===== src/rtl/sfifo_prog.sv =====
// sfifo_prog: single-clock FIFO with arbitrary depth, programmable
// pre_full/pre_empty thresholds, occupancy output, standard or
// first-word-fall-through read, and sticky overflow/underflow flags.
// Optional build macro SFIFO_PEAK_EN adds a peak_level output.
`timescale 1ns/1ps

module sfifo_prog #(
  parameter int DATA_WIDTH   = 8,
  parameter int DEPTH        = 16,
  parameter int PRE_FULL_TH  = DEPTH - 1,
  parameter int PRE_EMPTY_TH = 1,
  parameter bit FWFT         = 1'b0
) (
  input  logic                         clk,
  input  logic                         arst,
  input  logic                         wren,
  input  logic [DATA_WIDTH-1:0]        wdata,
  output logic                         full,
  output logic                         pre_full,
  input  logic                         rden,
  output logic [DATA_WIDTH-1:0]        rdata,
  output logic                         empty,
  output logic                         pre_empty,
  output logic [$clog2(DEPTH+1)-1:0]   level,
  output logic                         overflow,
  output logic                         underflow,
  input  logic                         err_clr
`ifdef SFIFO_PEAK_EN
  ,
  output logic [$clog2(DEPTH+1)-1:0]   peak_level
`endif
);

  localparam int unsigned LW = $clog2(DEPTH + 1);
  localparam int unsigned PW = (DEPTH > 1) ? $clog2(DEPTH) : 1;
  localparam logic [LW-1:0] DEPTH_L  = LW'(DEPTH);
  localparam logic [LW-1:0] PF_L     = LW'(PRE_FULL_TH);
  localparam logic [LW-1:0] PE_L     = LW'(PRE_EMPTY_TH);
  localparam logic [PW-1:0] PTR_LAST = PW'(DEPTH - 1);

  // Reject configurations the flag logic cannot represent.
  if (DEPTH < 2) begin : g_bad_depth
    $error("sfifo_prog: DEPTH must be >= 2");
  end
  if (PRE_FULL_TH < 1 || PRE_FULL_TH > DEPTH) begin : g_bad_pf
    $error("sfifo_prog: PRE_FULL_TH out of range 1..DEPTH");
  end
  if (PRE_EMPTY_TH < 0 || PRE_EMPTY_TH > DEPTH - 1) begin : g_bad_pe
    $error("sfifo_prog: PRE_EMPTY_TH out of range 0..DEPTH-1");
  end

  logic [DATA_WIDTH-1:0] mem [DEPTH];
  logic [PW-1:0]         wr_ptr;
  logic [PW-1:0]         rd_ptr;
  logic [PW-1:0]         wr_ptr_nxt;
  logic [PW-1:0]         rd_ptr_nxt;
  logic [LW-1:0]         level_nxt;
  logic                  wr_acc;
  logic                  rd_acc;

  // Accept decisions, wrapping pointer increments and next occupancy.
  always_comb begin
    wr_acc     = wren & ~full;
    rd_acc     = rden & ~empty;
    wr_ptr_nxt = wr_ptr;
    rd_ptr_nxt = rd_ptr;
    if (wr_acc) wr_ptr_nxt = (wr_ptr == PTR_LAST) ? '0 : wr_ptr + PW'(1);
    if (rd_acc) rd_ptr_nxt = (rd_ptr == PTR_LAST) ? '0 : rd_ptr + PW'(1);
    level_nxt  = level + LW'(wr_acc) - LW'(rd_acc);
  end

  // Pointers, occupancy and all flags, the flags derived from next level.
  always_ff @(posedge clk or posedge arst) begin
    if (arst) begin
      wr_ptr    <= '0;
      rd_ptr    <= '0;
      level     <= '0;
      full      <= 1'b0;
      pre_full  <= (PRE_FULL_TH == 0);
      empty     <= 1'b1;
      pre_empty <= 1'b1;
      overflow  <= 1'b0;
      underflow <= 1'b0;
    end else begin
      wr_ptr    <= wr_ptr_nxt;
      rd_ptr    <= rd_ptr_nxt;
      level     <= level_nxt;
      full      <= (level_nxt == DEPTH_L);
      pre_full  <= (level_nxt >= PF_L);
      empty     <= (level_nxt == '0);
      pre_empty <= (level_nxt <= PE_L);
      // A fresh error in the clearing cycle keeps the flag set.
      overflow  <= (overflow & ~err_clr) | (wren & full);
      underflow <= (underflow & ~err_clr) | (rden & empty);
    end
  end

  // Storage array; contents are intentionally not reset.
  always_ff @(posedge clk) begin
    if (wr_acc) mem[wr_ptr] <= wdata;
  end

  if (FWFT) begin : g_fwft
    // Head entry drives rdata directly; meaningless while empty.
    assign rdata = mem[rd_ptr];
  end else begin : g_std
    logic [DATA_WIDTH-1:0] rdata_q;
    // Registered read data, updated only by an accepted read.
    always_ff @(posedge clk or posedge arst) begin
      if (arst)        rdata_q <= '0;
      else if (rd_acc) rdata_q <= mem[rd_ptr];
    end
    assign rdata = rdata_q;
  end

`ifdef SFIFO_PEAK_EN
  // High-water mark since reset or the last error clear.
  always_ff @(posedge clk or posedge arst) begin
    if (arst)                        peak_level <= '0;
    else if (err_clr)                peak_level <= level_nxt;
    else if (level_nxt > peak_level) peak_level <= level_nxt;
  end
`endif

endmodule


===== config.mk =====
export PLATFORM = sky130hd
export DESIGN_NAME = sfifo_prog
export DESIGN_NICKNAME = d
export VERILOG_FILES = /design/src/rtl/sfifo_prog.sv
export SDC_FILE = /design/constraint.sdc
export NUM_CORES = 1
export LEC_CHECK = 0
export CORE_MARGIN = 2
export CORE_UTILIZATION = 30
export CTS_CLUSTER_DIAMETER = 50
export DETAILED_ROUTE_END_ITERATION = 16
export GPL_TIMING_DRIVEN = 0
export PLACE_DENSITY_LB_ADDON = 0.3
export SKIP_LAST_GASP = 1
export SYNTH_ARGS = -nofsm -noshare
export SYNTH_HDL_FRONTEND = slang
export SYNTH_SLANG_ARGS = --single-unit
export TNS_END_PERCENT = 50

===== constraint.sdc =====
create_clock -name clk -period 4.2 [get_ports clk]
set_input_delay 0.63 -clock clk [delete_from_list [all_inputs] [get_ports clk]]
set_output_delay 0.63 -clock clk [all_outputs]
set_load 0.05 [all_outputs]

Word-level counts from Yosys, hierarchy flattened. Memories as Yosys holds them, arrays and structs flattened. A register that Yosys moved wholly into a read port is not among the register bits. Cells that the tools add are included.

Word-level logic and storage cells: 35. Memories kept: 1. RAM bits: 128. Output and inout port bits: 19. Flip-flop bits (word level): 19. Input bits: 13.

Memory list: mem (depth 16, bits a word 8, rd ports 1, clocked after memory_dff 1, write ports 1, line 52) `logic [DATA_WIDTH-1:0] mem [DEPTH];`.

$lt $le $gt $ge: 2. Add/sub/neg operators: 4. Mux-type cells: 4. Reduce and logical (&&, ||, !) cells: 1. Bitwise operators: 11. Equality and inequality tests: 3.

Operator list (number): $add 4x1->4 const B (2); $eq 4x4->1 const B (2); $mux 4 (2); $and 1x1->1 (6); $add 5x1->5 (1); $eq 5x5->1 const B (1); $ge 5x4->1 const B (1); $le 5x1->1 const B (1); $logic_not 5->1 (1); $sub 5x1->5 (1); $not 1->1 (3); $mux 1 (2); $or 1x1->1 (2).

Logic depth before layout (Yosys ltp).
Depth after elaboration: 5. Depth in mapped cells: 11. Gate-level depth less buffers: 10.

Worst setup path before layout. Ideal clock, no wire load.

Path kind: register to register. Start point: register empty. End point: register full. Data arrival time: 2.734 ns. Data required time: 4.112 ns. Buffers on the path: 1. Path slack: 1.378 ns. Stages on the path, launching flop included: 12. Cells stage by stage: dfstp_2 nand2b_1 inv_1 clkbuf_1 ha_1 inv_1 ha_1 fa_1 a21o_1 a21oi_1 xnor2_1 nor3b_1.

Longest elaborated chain between the ends: 4.

RTL lines: start: declaration (line 22) `output logic empty,`; start signal: assignment (line 90) `empty <= (level_nxt == '0);`; $not 1->1 (line 64) `rd_acc = rden & ~empty;`; $and 1x1->1 (line 64); net rd_acc (line 59) `logic rd_acc;`; $sub 5x1->5 (line 69) `level_nxt = level + LW'(wr_acc) - LW'(rd_acc);`; net level_nxt[4] (line 57) `logic [LW-1:0] level_nxt;`; $eq 5x5->1 (line 88) `full <= (level_nxt == DEPTH_L);`; end signal: assignment (line 88); end: declaration (line 18) `output logic full,`.

The timed path passes the listed nets, and every way through them passes these cells. A chain may end at the register's enable or synchronous reset.

Final worst setup path.
Start point: input rden. End point: register full.

Longest elaborated chain between the ends: 3.

RTL lines: start: declaration (line 20) `input logic rden,`; $and 1x1->1 (line 64); net rd_acc (line 59); $sub 5x1->5 (line 69); net level_nxt[4] (line 57); $eq 5x5->1 (line 88).

The timed path passes the listed nets, and every way through them passes these cells.

==> results.toml <==
[pwr]
power.density_nw_per_um2 = 753.7
p_leak_nw = 2.678
power_mw = 5.709
irDropWorstVdd_mv = 0.4946

[logic_synthesis]
netlist_area_sq_um = 6280
synth_seq_area_share_pct = 72.01
synth_seq_cells = 155
synth-edff-count = 128
async_reset_ff_share_pct = 17.42
postSynthAreaPerCell_sq_um = 17.49
yosys.cell_types.count = 46
syn_nets = 383
synth_ff_type = "edfxtp_1"
yosys_warnings = 0
syn_inst = 359

[sta]
max_slew_margin_pct = 22.35
hold_viol_final = 0
grt_setup_unrepaired = "false"
fin_setup_tns_ns = 0
skew_ns = 0.009388
whs_ns = 0.5278
layout_worst_path_cycle_share_pct = 77.65
setup_viol = 0
slew_viol_final = 0
fmax_mhz = 306.6
tightest_slew_ns = 1.163
layout_min_cycle_time_ns = 3.261

[clocking]
cts_tree = "yes"
cts-root-buf = "clkbuf_16"
post_cts_buffers = 0
cts_buffer_depth = 2
cts-htree-levels = 4
cts_made_buffers = 17
path_clk_slew_ns = 0.06
cts-resized-gates = 0
clk_latency_ns = 0.42
cts.sinks = 155
cts-hold-fix-buffers = 0

[finish]
antenna_cells = 0
instances_no_fill = 692
seqCellArea_sq_um = 4522
syn2layout_area_growth_pct = 20.62
drive_above_1_share_pct = 12.56
layout_commonest_cell = "edfxtp_1"
final_cell_mix = "edfxtp_1, mux2i_1, clkdlybuf4s50_1"
fill_cells = 1876
stdcell_area_sq_um = 7575
fin_nets = 433
multiInputGateArea_sq_um = 1559

[drt]
first_pass_iters = 4
initialDrtViolationCount = 302
vias_per_cell = 4.741
ant_nets = 0
num_vias = 3281
wire_per_inst_um = 19.07
drc = 0
drt-total-wl_mm = 13.20

[global_route]
grt_usage_pct = 12.85
grt_pass1_wl_mm = 20.26
antenna_found_initial = 0
grt_max_degree = 28
grt-ovfl-total = 0
first_global_vias = 3375

[floorplan]
initial_utilization_pct = 30.84
rows = 52
num_io_pins = 32
die_w_um = 148.7
core_sq_um = 20360
dieHeight_um = 148.7
dieArea_sq_um = 22110

[place]
placed_cells = 660
io_buffer_count = 31
postPlaceCellArea_sq_um = 6928
gp_congestion = 0.7336
hpwl_mm = 8.488

[min_path]
whs_path_depth = 2
hp-start = "full$_DFF_PP0_"
whs_endpoint = "overflow$_DFF_PP0_"
hp-class = "register to register"

[run_status]
status = "finished clean"

[setup_path]
critPathLaunchType = "input pin"
crit_type = "input pin to register"
cp.required_ns = 4.53
worst_ep_arrival_time_ns = 3.59
rr_startpoint = "empty$_DFF_PP1_"
reg2reg_slack_ns = 1.05
r2r-end = "full$_DFF_PP0_"
r2r_cells = 11
end_kind = "register"
cp_max_fo = 10

[run]
maxCapViolCount = 0
[how the worst max path moves through the flow]
stage                    startpoint             end  cells after the start
finish                         rden  full$_DFF_PP0_                     12
global route                   rden  full$_DFF_PP0_                     12
CTS                            rden  full$_DFF_PP0_                     12
detailed placement             rden  full$_DFF_PP0_                     12
global placement               rden  full$_DFF_PP0_                     12
floorplan           empty$_DFF_PP1_  full$_DFF_PP0_                     11
[per-stage QoR]
stage               worst slack [ns]  util, %
finish                        0.9385    37.20
CTS                           0.9647    37.20
detailed placement            0.5103    34.02
floorplan                      1.378        -
global route                  0.6746    37.20
global placement              0.5508    34.02
[cells in the mapped netlist, types with 2 or more instances]
library cell / count / area (sq um)
xnor2_1: 6 / 52.55
buf_12: 2 / 40.04
inv_1: 13 / 48.80
a21o_1: 2 / 15.01
o21ai_0: 9 / 45.04
nor2b_1: 3 / 18.77
a21oi_1: 10 / 50.05
a221oi_1: 7 / 61.31
and3_1: 4 / 25.02
nor3_1: 2 / 10.01
nand3_1: 4 / 20.02
mux4_1: 7 / 183.9
o22ai_1: 7 / 43.79
ha_1: 10 / 125.1
edfxtp_1: 128 / 3844
dfrtp_1: 25 / 625.6
buf_4: 2 / 15.01
buf_6: 5 / 56.30
nor3b_1: 2 / 15.01
clkbuf_1: 5 / 18.77
dfstp_2: 2 / 52.55
mux4_2: 9 / 202.7
nand2_1: 12 / 45.04
nor2_1: 9 / 33.78
o21ai_1: 5 / 25.02
and2_1: 13 / 81.33
a31oi_1: 7 / 43.79
mux2i_1: 31 / 310.3
[cell families (layout without fill, tap and decap cells)]
logic type	after synthesis	in the layout	synth area share, %
flops	155	155	72.01
simple gates	55	55	4.802
compound gates	54	54	5.459
mux	48	48	11.28
buf+inv	29	92	3.168
fa+ha+maj	11	11	2.311
xor+xnor	7	7	0.9763
[per-layer routing]
layer | wire, um | global-route usage, % | share of wire, %
met1 | 6292 | 18.31 | 48
met2 | 5846 | 18.19 | 44
met3 | 684 | 3.466 | 5.2
met4 | 373 | 6.190 | 2.8
met5 | 0 | 0 | 0
[critical path, cell delays in order]
cell             delay (ns)
clkdlybuf4s50_1        0.48
nand2b_1               0.19
inv_1                  0.14
clkbuf_1               0.48
ha_1                   0.21
inv_1                  0.04
ha_1                   0.19
fa_1                   0.41
a21o_1                 0.17
a21oi_1                0.16
xnor2_1                0.25
nor3b_1                0.23
[registers in the layout, summed over array words and instances, names as in the netlist, 4 cells and up]
register,flops
mem,128
rdata,8
level,5
rd_ptr,4
wr_ptr,4
[final cells by class]
type,count,share of cell area (%)
flip-flops and latches,155,59.70
multi-input cells,175,20.58
clock buffers,19,5.715
well taps,270,4.460
repair buffers,31,4.096
clock inverters,13,2.825
plain buffers,16,1.982
inverters,13,0.6442
[power by group]
| group | total [mW] | leakage [nW] | internal [mW] | switching [mW] |
|---|---|---|---|---|
| registers | 2.04 | 1.47 | 1.92 | 0.114 |
| logic | 1.99 | 0.893 | 0.789 | 1.20 |
| clock network | 1.68 | 0.311 | 1.06 | 0.619 |
(Power assumes the default switching activity.)
